`src/rtl/cpu_ctrl_pkg.sv`:
```
// Shared definitions for the ALU sequencer: opcodes, FSM states and
// instruction field positions.
package cpu_ctrl_pkg;

    // Opcode values match the ALU's own encoding.
    localparam logic [2:0] AND_OP   = 3'b000;
    localparam logic [2:0] ADD_OP   = 3'b001;
    localparam logic [2:0] XOR_OP   = 3'b010;
    localparam logic [2:0] LOAD_OP  = 3'b011;
    localparam logic [2:0] STORE_OP = 3'b100;
    localparam logic [2:0] JMP_OP   = 3'b101;
    localparam logic [2:0] SUB_OP   = 3'b110;
    localparam logic [2:0] SHF_OP   = 3'b111;

    // Instruction layout: [8:6] opcode, [5:4] rd, [3:0] imm, [1:0] rs.
    localparam int INSTR_W = 9;
    localparam int OP_HI   = 8;
    localparam int OP_LO   = 6;
    localparam int RD_HI   = 5;
    localparam int RD_LO   = 4;
    localparam int IMM_HI  = 3;
    localparam int IMM_LO  = 0;
    localparam int RS_HI   = 1;
    localparam int RS_LO   = 0;

    typedef enum logic [2:0] {
        ST_IDLE,
        ST_FETCH,
        ST_DECODE,
        ST_EXEC,
        ST_MEM,
        ST_WB,
        ST_HALT
    } state_t;

    // Opcodes that compute in the ALU and write back its result.
    function automatic logic is_alu_op(input logic [2:0] op);
        case (op)
            AND_OP, ADD_OP, XOR_OP, SUB_OP, SHF_OP: return 1'b1;
            default:                                return 1'b0;
        endcase
    endfunction

endpackage

```
`src/rtl/alu_sequencer_if.sv`:
```
// Bus between the sequencer and its environment: start/done, instruction
// memory, register file, ALU and data memory controls.
interface alu_sequencer_if
    import cpu_ctrl_pkg::*;
#(
    parameter int PC_W  = 10,
    parameter int CNT_W = 16
);
    logic               start;
    logic               done;
    logic               imem_req;
    logic [PC_W-1:0]    imem_addr;
    logic               imem_ack;
    logic [INSTR_W-1:0] imem_data;
    logic [1:0]         rf_ra;
    logic [1:0]         rf_rb;
    logic [1:0]         rf_wa;
    logic               rf_we;
    logic               rf_wsel;
    logic [2:0]         alu_opcode;
    logic [3:0]         alu_imm;
    logic               alu_zero;
    logic               dmem_req;
    logic               dmem_we;
    logic               dmem_ack;
    logic [CNT_W-1:0]   retired;

    // Sequencer side.
    modport master (
        input  start, imem_ack, imem_data, alu_zero, dmem_ack,
        output done, imem_req, imem_addr, rf_ra, rf_rb, rf_wa, rf_we, rf_wsel,
               alu_opcode, alu_imm, dmem_req, dmem_we, retired
    );

    // Datapath / memory side.
    modport slave (
        output start, imem_ack, imem_data, alu_zero, dmem_ack,
        input  done, imem_req, imem_addr, rf_ra, rf_rb, rf_wa, rf_we, rf_wsel,
               alu_opcode, alu_imm, dmem_req, dmem_we, retired
    );

endinterface

```
`src/rtl/alu_seq_pc.sv`:
```
// Program counter: clear, increment or relative branch by a sign-extended
// 4-bit offset, all wrapping modulo 2^PC_W.
module alu_seq_pc #(
    parameter int PC_W = 10
) (
    input  logic            clk,
    input  logic            rst_n,
    input  logic            clr,
    input  logic            inc,
    input  logic            br,
    input  logic [3:0]      imm,
    output logic [PC_W-1:0] pc
);
    logic [PC_W-1:0] pc_q;
    logic [PC_W-1:0] offset;

    assign offset = {{(PC_W-4){imm[3]}}, imm};
    assign pc     = pc_q;

    // Clear has priority; branch and increment are mutually exclusive by design.
    always_ff @(posedge clk or negedge rst_n) begin
        if (!rst_n) begin
            pc_q <= '0;
        end else if (clr) begin
            pc_q <= '0;
        end else if (br) begin
            pc_q <= pc_q + offset;
        end else if (inc) begin
            pc_q <= pc_q + PC_W'(1);
        end
    end

endmodule

```
`src/rtl/alu_sequencer.sv`:
```
// Multi-cycle fetch/decode/execute controller for the 8-opcode ALU datapath.
// Owns IR, zero flag, retire counter and the FSM; the PC lives in alu_seq_pc.
module alu_sequencer
    import cpu_ctrl_pkg::*;
#(
    parameter int PC_W  = 10,
    parameter int CNT_W = 16
) (
    input  logic            clk,
    input  logic            rst_n,
    alu_sequencer_if.master bus
);
    state_t             state_q, state_d;
    logic [INSTR_W-1:0] ir_q;
    logic               zflag_q;
    logic [CNT_W-1:0]   retired_q;
    logic               imem_req_q, dmem_req_q, dmem_we_q;
    logic               rf_we_q, rf_wsel_q, done_q;

    logic               launch;     // start accepted: clear PC/flags/counter
    logic               pc_inc;
    logic               pc_br;
    logic               retire;
    logic [PC_W-1:0]    pc;
    logic [2:0]         op;
    logic [3:0]         imm;

    assign op  = ir_q[OP_HI:OP_LO];
    assign imm = ir_q[IMM_HI:IMM_LO];

    alu_seq_pc #(.PC_W(PC_W)) u_pc (
        .clk   (clk),
        .rst_n (rst_n),
        .clr   (launch),
        .inc   (pc_inc),
        .br    (pc_br),
        .imm   (imm),
        .pc    (pc)
    );

    // Operand selects come straight from IR, which is stable from DECODE to WB.
    assign bus.imem_addr  = pc;
    assign bus.rf_ra      = ir_q[RD_HI:RD_LO];
    assign bus.rf_wa      = ir_q[RD_HI:RD_LO];
    assign bus.rf_rb      = ir_q[RS_HI:RS_LO];
    assign bus.alu_opcode = op;
    assign bus.alu_imm    = imm;
    assign bus.imem_req   = imem_req_q;
    assign bus.dmem_req   = dmem_req_q;
    assign bus.dmem_we    = dmem_we_q;
    assign bus.rf_we      = rf_we_q;
    assign bus.rf_wsel    = rf_wsel_q;
    assign bus.done       = done_q;
    assign bus.retired    = retired_q;

    // Next-state and PC/retire control decode.
    always_comb begin
        state_d = state_q;
        launch  = 1'b0;
        pc_inc  = 1'b0;
        pc_br   = 1'b0;
        retire  = 1'b0;
        case (state_q)
            ST_IDLE, ST_HALT: begin
                if (bus.start) begin
                    state_d = ST_FETCH;
                    launch  = 1'b1;
                end
            end
            ST_FETCH: begin
                if (bus.imem_ack) begin
                    state_d = ST_DECODE;
                end
            end
            ST_DECODE: begin
                state_d = ST_EXEC;
            end
            ST_EXEC: begin
                if (is_alu_op(op)) begin
                    state_d = ST_WB;
                end else if (op == LOAD_OP || op == STORE_OP) begin
                    state_d = ST_MEM;
                end else begin
                    // JMP: offset 0 is the halt instruction; it still retires.
                    retire = 1'b1;
                    if (imm == 4'd0) begin
                        state_d = ST_HALT;
                    end else begin
                        state_d = ST_FETCH;
                        pc_br   = zflag_q;
                        pc_inc  = !zflag_q;
                    end
                end
            end
            ST_MEM: begin
                if (bus.dmem_ack) begin
                    if (op == STORE_OP) begin
                        state_d = ST_FETCH;
                        pc_inc  = 1'b1;
                        retire  = 1'b1;
                    end else begin
                        state_d = ST_WB;
                    end
                end
            end
            ST_WB: begin
                state_d = ST_FETCH;
                pc_inc  = 1'b1;
                retire  = 1'b1;
            end
            default: begin
                state_d = ST_IDLE;
            end
        endcase
    end

    // FSM state, IR, zero flag, retire counter and strobes registered from next state.
    always_ff @(posedge clk or negedge rst_n) begin
        if (!rst_n) begin
            state_q    <= ST_IDLE;
            ir_q       <= '0;
            zflag_q    <= 1'b0;
            retired_q  <= '0;
            imem_req_q <= 1'b0;
            dmem_req_q <= 1'b0;
            dmem_we_q  <= 1'b0;
            rf_we_q    <= 1'b0;
            rf_wsel_q  <= 1'b0;
            done_q     <= 1'b0;
        end else begin
            state_q <= state_d;

            if (state_q == ST_FETCH && bus.imem_ack) begin
                ir_q <= bus.imem_data;
            end

            // Only ALU-class instructions update the flag that JMP tests.
            if (launch) begin
                zflag_q <= 1'b0;
            end else if (state_q == ST_EXEC && is_alu_op(op)) begin
                zflag_q <= bus.alu_zero;
            end

            if (launch) begin
                retired_q <= '0;
            end else if (retire && !(&retired_q)) begin
                retired_q <= retired_q + CNT_W'(1);
            end

            imem_req_q <= (state_d == ST_FETCH);
            dmem_req_q <= (state_d == ST_MEM);
            dmem_we_q  <= (state_d == ST_MEM) && (op == STORE_OP);
            rf_we_q    <= (state_d == ST_WB);
            rf_wsel_q  <= (state_d == ST_WB) && (op == LOAD_OP);
            done_q     <= (state_d == ST_HALT);
        end
    end

endmodule

```
`src/flat_wrapper.sv`:
```
// flat-port wrapper written by rule: the top's interface ports become plain ports
module alu_sequencer_flat import cpu_ctrl_pkg::*;
#(
    parameter int PC_W  = 10,
    parameter int CNT_W = 16
)
  (clk, rst_n, bus_start, bus_imem_ack, bus_imem_data, bus_alu_zero, bus_dmem_ack, bus_done, bus_imem_req, bus_imem_addr, bus_rf_ra, bus_rf_rb, bus_rf_wa, bus_rf_we, bus_rf_wsel, bus_alu_opcode, bus_alu_imm, bus_dmem_req, bus_dmem_we, bus_retired);
  alu_sequencer_if #(.PC_W(PC_W), .CNT_W(CNT_W)) bus_i ();
  input  logic clk;
  input  logic rst_n;
  input wire logic [$bits(bus_i.start)-1:0] bus_start;
  input wire logic [$bits(bus_i.imem_ack)-1:0] bus_imem_ack;
  input wire logic [$bits(bus_i.imem_data)-1:0] bus_imem_data;
  input wire logic [$bits(bus_i.alu_zero)-1:0] bus_alu_zero;
  input wire logic [$bits(bus_i.dmem_ack)-1:0] bus_dmem_ack;
  output wire logic [$bits(bus_i.done)-1:0] bus_done;
  output wire logic [$bits(bus_i.imem_req)-1:0] bus_imem_req;
  output wire logic [$bits(bus_i.imem_addr)-1:0] bus_imem_addr;
  output wire logic [$bits(bus_i.rf_ra)-1:0] bus_rf_ra;
  output wire logic [$bits(bus_i.rf_rb)-1:0] bus_rf_rb;
  output wire logic [$bits(bus_i.rf_wa)-1:0] bus_rf_wa;
  output wire logic [$bits(bus_i.rf_we)-1:0] bus_rf_we;
  output wire logic [$bits(bus_i.rf_wsel)-1:0] bus_rf_wsel;
  output wire logic [$bits(bus_i.alu_opcode)-1:0] bus_alu_opcode;
  output wire logic [$bits(bus_i.alu_imm)-1:0] bus_alu_imm;
  output wire logic [$bits(bus_i.dmem_req)-1:0] bus_dmem_req;
  output wire logic [$bits(bus_i.dmem_we)-1:0] bus_dmem_we;
  output wire logic [$bits(bus_i.retired)-1:0] bus_retired;
  assign bus_i.start = bus_start;
  assign bus_i.imem_ack = bus_imem_ack;
  assign bus_i.imem_data = bus_imem_data;
  assign bus_i.alu_zero = bus_alu_zero;
  assign bus_i.dmem_ack = bus_dmem_ack;
  assign bus_done = bus_i.done;
  assign bus_imem_req = bus_i.imem_req;
  assign bus_imem_addr = bus_i.imem_addr;
  assign bus_rf_ra = bus_i.rf_ra;
  assign bus_rf_rb = bus_i.rf_rb;
  assign bus_rf_wa = bus_i.rf_wa;
  assign bus_rf_we = bus_i.rf_we;
  assign bus_rf_wsel = bus_i.rf_wsel;
  assign bus_alu_opcode = bus_i.alu_opcode;
  assign bus_alu_imm = bus_i.alu_imm;
  assign bus_dmem_req = bus_i.dmem_req;
  assign bus_dmem_we = bus_i.dmem_we;
  assign bus_retired = bus_i.retired;
  alu_sequencer #(.PC_W(PC_W), .CNT_W(CNT_W)) u_core (.clk(clk), .rst_n(rst_n), .bus(bus_i));
endmodule
```
`config.mk`:
```
export PLATFORM = sky130hd
export DESIGN_NAME = alu_sequencer_flat
export DESIGN_NICKNAME = d
export VERILOG_FILES = /design/src/rtl/cpu_ctrl_pkg.sv /design/src/rtl/alu_sequencer_if.sv /design/src/rtl/alu_seq_pc.sv /design/src/rtl/alu_sequencer.sv /design/src/flat_wrapper.sv
export SDC_FILE = /design/constraint.sdc
export NUM_CORES = 1
export LEC_CHECK = 0
export CAP_MARGIN = 30
export CELL_PAD_IN_SITES_DETAIL_PLACEMENT = 0
export CELL_PAD_IN_SITES_GLOBAL_PLACEMENT = 2
export CORE_ASPECT_RATIO = 0.7
export CORE_MARGIN = 4
export CORE_UTILIZATION = 28
export DETAILED_ROUTE_END_ITERATION = 16
export GPL_TIMING_DRIVEN = 1
export PLACE_DENSITY = 0.81
export SETUP_SLACK_MARGIN = 0.05
export SLEW_MARGIN = 20
export SYNTH_ARGS = -nofsm -noshare
export SYNTH_HDL_FRONTEND = slang
export SYNTH_SLANG_ARGS = --single-unit
```
`constraint.sdc`:
```
create_clock -name clk -period 2.4 [get_ports clk]
set_input_delay 0.6 -clock clk [delete_from_list [all_inputs] [get_ports clk]]
set_output_delay 0.6 -clock clk [all_outputs]
set_load 0.02 [all_outputs]
```
==> results of run 1 <==
registers in the layout, summed over array words and instances (netlist names), 3 cells and up:
register            count
u_core.u_pc.pc         10
u_core.ir_q             9
u_core.bus.retired     16
u_core.state_q          3
cell usage in the layout (no fill, tap or decap), types with 4 or more instances in the layout:
cell             Yosys  layout
inv_1                8       6
nor2_1              26      26
a21o_1               4       4
xnor2_1             17      17
dfrtp_2              0       4
a21oi_1              9       8
mux2i_1              4       4
nor3_1               4       4
clkdlybuf4s50_1      0      58
nor4_2               5       5
ha_1                11       5
nand3_1              9       7
ha_4                 0       5
clkbuf_16            0       5
mux2_2               9       9
xor2_1               6       6
buf_4                7      23
and3_1               7       6
nand3b_1             5       5
dfrtp_1             45      41
o21ai_0             12       9
o21ai_1              4       5
nand2_1             33      33
synthesized netlist by cell type (all sizes together) (2+ instances only):
| cell | n |
|---|---|
| nand3b | 5 |
| o211ai | 2 |
| nor3b | 3 |
| a31oi | 4 |
| o21ai | 16 |
| xor2 | 6 |
| a21o | 4 |
| nor2b | 4 |
| and2 | 2 |
| nand4 | 3 |
| nand2 | 34 |
| dfrtp | 45 |
| nor3 | 4 |
| inv | 9 |
| nor4b | 3 |
| ha | 11 |
| nand3 | 9 |
| nor2 | 28 |
| clkbuf | 2 |
| and3 | 7 |
| mux2i | 4 |
| and4 | 2 |
| buf | 12 |
| a21oi | 10 |
| xnor2 | 17 |
| mux2 | 9 |
| nor4 | 6 |
final cells by class:
cell class,instances,area share [%]
repair buffers,83,20.4
clock inverters,1,0.131
inverters,9,0.885
clock buffers,7,3.47
well taps,124,4.06
flip-flops and latches,45,29.6
multi-input cells,208,41.4
path summary, 6_finish.rpt:
path | end | cells past startpoint | start
max | u_core.u_pc.pc[8] | 12 | u_core.ir_q[2]
min | u_core.bus.retired[4] | 1 | rst_n
max reg2reg | u_core.u_pc.pc[8] | 12 | u_core.ir_q[2]
min reg2reg | u_core.u_pc.pc[9] | 1 | u_core.u_pc.pc[9]
max in group asynchronous | u_core.u_pc.pc[4] | 2 | rst_n
min in group clk | u_core.u_pc.pc[9] | 1 | u_core.u_pc.pc[9]
layer usage:
metal,global-route usage [%],share of wire (%),vias to the layer above
li1,-,-,1121
met1,19.2,54,1047
met2,17.4,42,34
met3,3.08,3.0,4
met4,2.17,0.50,0
met5,0,0,-
where the power goes:
part           switching, mW  total [mW]  internal [mW]  leakage, nW
registers              0.107        1.01          0.903        0.599
logic                  0.785        1.47          0.689        0.871
clock network          0.282       0.668          0.385       0.0679
total                   1.17        3.15           1.98         1.54
logic make-up after synthesis:
logic type / after synthesis / synth area share [%]
compound gates: 46 / 11.3
xor+xnor: 23 / 7.49
fa+ha+maj: 12 / 5.86
buf+inv: 23 / 4.65
flops: 45 / 41.9
mux: 13 / 5.26
simple gates: 114 / 23.6
timing repair:
action	4_1_cts	5_1_grt
setup buffers	2	2
pin swaps	3	10
endpoints found under the setup margin	2	5
gates resized for setup	2	8
==> flow_summary.toml, run 1 <==
[clock_tree]
cts.sinks = 45
holdBufCountCts = 0
cts_tree = "yes"
cts_root_buffer = "clkbuf_16"
cts_buffer_depth = 2
path_clk_slew_ps = 60
worstSkewPairLatency_ps = 280
h-tree-depth = 2
cts_buffers = 5

[grt]
grt_pass1_vias = 2249
grt_overflow = 0
grt_pass1_wl_microns = 11700
grt_max_degree = 24
grt_usage_pct = 12.4
antenna_found_initial = 0

[worst_setup_path]
worstPathRequired_ps = 2560
critical_path_class = "register to register"
critPathMaxFanout = 2
crit_family = "simple AND/OR/NAND/NOR gates"
cp-start-kind = "register"
crit_chain = "nor4_4 -> nor2_1 -> nand3_2 -> ha_4 -> inv_2 -> fa_2 -> nor2b_2 -> o21ai_2 -> a21o_1 -> a31oi_2 -> xnor2_1 -> mux2i_1"
crit_buf_inv = 1
cpPeakStageDelay_ps = 430
slowest_stage = "dfrtp_2"
r2r_slack_ps = -40
critPathArrivalTime_ps = 2600
endpoint_kind = "register"

[pwr]
p_per_area_nw_per_um2 = 826
p_leak_nw = 1.54
irDropWorstVdd_uv = 369
total_power_mw = 3.15

[timing]
fin_tns_setup_ps = -42.3
tightest_slew_ps = 646
finalHoldViolations = 0
final-setup-viol-count = 1
grt_setup_unrepaired = "true"
finalWorstSetupSlack_ps = -42.3
worst_hold_slack_ps = 318
maxSlewHeadroom_pct = 56.9
min_period_ps = 2440
clock-skew-final_ps = 7.81
max_freq_mhz = 409
drv_slew = 0
period_share_pct = 102

[cells_and_area]
nNetsFinal = 379
fill_cells = 900
seqCellArea_sq_um = 1130
fin_area_sq_um = 3820
final_util_pct = 41.4
area.growth.synth_to_final_pct = 41.9
multi_input_area_sq_um = 1580
finalNonFillerCells = 477
antenna_cells = 0
drive_above_1_share_pct = 23.2

[detailed_routing]
avgViaCountPerCell = 4.62
vias = 2206
ant_nets = 0
post-route-drc-count = 0
wire_per_inst_microns = 14.3
firstDrtPassIters = 4
wl_microns = 6830
drt-initial-drc-count = 140

[logic_synthesis]
synth-edff-count = 0
yosys.area.top_type_share_pct = 41.9
ys_seq_elements = 45
ys.flop_type = "dfrtp_1"
yosysSeqAreaShare_pct = 41.9
ys_warn_count = 0
synth_largest_area_cell = "dfrtp_1"
syn_area_sq_um = 2690
synthArstFlopShare_pct = 100
synth_cell_type_count = 53
synth_nets = 303
netlist_instances = 276
syn-mean-instance-area_sq_um = 9.75
synth_area_leaders = "dfrtp_1, xnor2_1, ha_1"

[placed_design]
dp_cells = 465
port_buffers = 59
pre_cts_slack_ps = -85.4
hpwl_microns = 5100
placed_area_sq_um = 3600
gp_congestion = 0.832

[die]
die_w_microns = 125
start_util_pct = 29.2
coreArea_sq_um = 9220
dieArea_sq_um = 11300
ios = 60
num_rows = 29
die_h_microns = 90.0

[flow_run]
cap_violations = 0

[worst_hold_path]
hold_path_class = "input pin to asynchronous set/reset pin"

[outcome]
status = "finished with violations"
violations = "negative setup slack"
No activity file was read; power rests on OpenSTA's default activity.
==> run 2: changes to the inputs <==
PLACE_DENSITY = unset   (was 0.81)
PLACE_DENSITY_LB_ADDON = 0.1   (was unset)
SETUP_SLACK_MARGIN = unset   (was 0.05)
==> run 2 against run 1 <==
Against the previous run:
- the run now ends clean
- largest cell class unchanged
- critical endpoint unchanged
- largest power group unchanged
- design area up 0.46%
- cell count increased by 0.84%
- sequential power barely moved
- critical path type unchanged
==> flow_summary.toml, run 2 (synthesis results as in run 1) <==
[timing]
tightest_slew_ps = 682
period_share_pct = 96.4
fin_tns_setup_ps = 0
maxSlewHeadroom_pct = 54.5
max_freq_mhz = 432
finalWorstSetupSlack_ps = 85.3
drv_slew = 0
finalHoldViolations = 0
final-setup-viol-count = 0
grt_setup_unrepaired = "true"
min_period_ps = 2310
clock-skew-final_ps = 4.19

[grt]
use_met2_pct = 18.0
grt_pass1_vias = 2284
grtUsageMet3_pct = 4.21
busiest_layer = "met1"
grt_pass1_wl_microns = 12600
grt_usage_pct = 13.8
grt_overflow = 0
grt_max_degree = 26
antenna_found_initial = 0
grtUsageMet1_pct = 21.5

[detailed_routing]
post-route-drc-count = 0
wl_microns = 7420
firstDrtPassIters = 4
wire_per_inst_microns = 15.4
vias = 2252
drt-initial-drc-count = 98
avgViaCountPerCell = 4.68
ant_nets = 0

[clock_tree]
cts_buffer_depth = 2
path_clk_slew_ps = 60
cts.sinks = 45
h-tree-depth = 2
worstSkewPairLatency_ps = 290
cts_root_buffer = "clkbuf_16"
cts_tree = "yes"
holdBufCountCts = 0
cts_buffers = 5

[placed_design]
gp_congestion = 0.781
port_buffers = 59
pre_cts_slack_ps = -45.8
dp_cells = 470
hpwl_microns = 5580
placed_area_sq_um = 3600

[die]
start_util_pct = 29.2
dieArea_sq_um = 11300
die_w_microns = 125
coreArea_sq_um = 9220
num_rows = 29
ios = 60
die_h_microns = 90.0

[cells_and_area]
antenna_cells = 0
mostFrequentLayoutCells = "clkdlybuf4s50_1, dfrtp_1, nand2_1"
drive_above_1_share_pct = 23.8
fin_area_sq_um = 3830
area.growth.synth_to_final_pct = 42.6
nNetsFinal = 383
largest_reg_flops = 16
finalNonFillerCells = 481
layout_commonest_cell = "clkdlybuf4s50_1"

[worst_setup_path]
critical_path_class = "register to register"
cp-start-kind = "register"
r2r-end = "u_core.u_pc.pc[8]"
endpoint_kind = "register"
critPathMaxFanout = 3
r2r_slack_ps = 90
worstPathRequired_ps = 2560
r2r-start = "u_core.ir_q[1]"
critPathArrivalTime_ps = 2470
rr_worst_depth = 12

[pwr]
sw_frac_of_total_pct = 38.0
p_seq_share_pct = 32.0
pwr-share-clk_pct = 21.4
p_per_area_nw_per_um2 = 827
p_int_mw = 1.97
p_leak_nw = 1.55
irDropWorstVdd_uv = 588
p_comb_share_pct = 46.5
power_switching_mw = 1.20

[flow_run]
cap_violations = 0

[outcome]
status = "complete, no violations"

[worst_hold_path]
hold_path_class = "input pin to asynchronous set/reset pin"
-- run 2: power groups by stage --
stage	Clock (mW)	Combinational [mW]	Sequential [mW]
floorplan	0	0.697	1.18
finish	0.679	1.48	1.02
CTS	0.705	1.49	1.02
global placement	0	1.49	1.03
detailed placement	0	1.48	1.03
global route	0.723	1.63	1.04
-- run 2: metrics by stage --
step,power [mW],util (%),hold slack [ps]
final,3.17,41.6,289
after global routing,3.39,41.6,327
after CTS,3.21,40.6,303
after detailed placement,2.51,39.1,463
after global placement,2.52,39.1,474
after floorplan,1.88,-,304
-- run 2: worst max-delay path by stage --
stage	end	slack [ps]	cells after the start	start
finish	u_core.u_pc.pc[8]	90	12	u_core.ir_q[1]
global route	u_core.u_pc.pc[9]	-60	11	u_core.ir_q[7]
CTS	u_core.u_pc.pc[8]	20	12	u_core.ir_q[2]
detailed placement	u_core.u_pc.pc[8]	-50	12	u_core.ir_q[2]
global placement	u_core.bus.dmem_we	4	7	bus_dmem_ack
floorplan	u_core.u_pc.pc[8]	10	12	u_core.ir_q[2]
-- run 2: area by class of cell --
type | instances | area, sq um
Clock inverter | 1 | 5.00
Timing Repair Buffer | 87 | 808
Sequential cell | 45 | 1130
Inverter | 9 | 33.8
Multi-Input combinational cell | 208 | 1570
Clock buffer | 7 | 133
Tap cell | 124 | 155
Fill cell | 924 | 5380
-- run 2: repair_timing --
item	in CTS	in global routing
gates resized for setup	1	14
pin swaps	1	10
setup buffers	0	3
endpoints found under the setup margin	1	4
-- run 2: worst max-delay path, stage by stage, from the launching register on --
cell     delay, ps
dfrtp_2        420
nor4_4         280
nor2_1          70
nand3_1         90
ha_2           210
inv_2           40
fa_2           340
nor2b_2        120
o21ai_2         70
a21o_1         170
a31oi_2        140
xnor2_1        130
mux2i_1         80
-- run 2: layer usage --
metal	vias to the layer above	share of wire [%]
met5	-	0
met1	1063	55
li1	1127	-
met2	56	38
met3	6	5.4
met4	0	1.0
==> run 3: changes to the inputs <==
CTS_CLUSTER_SIZE = 24   (was unset)
==> results of run 3 <==
Same layout as run 2: the final DEF is identical, and so are final timing and power.
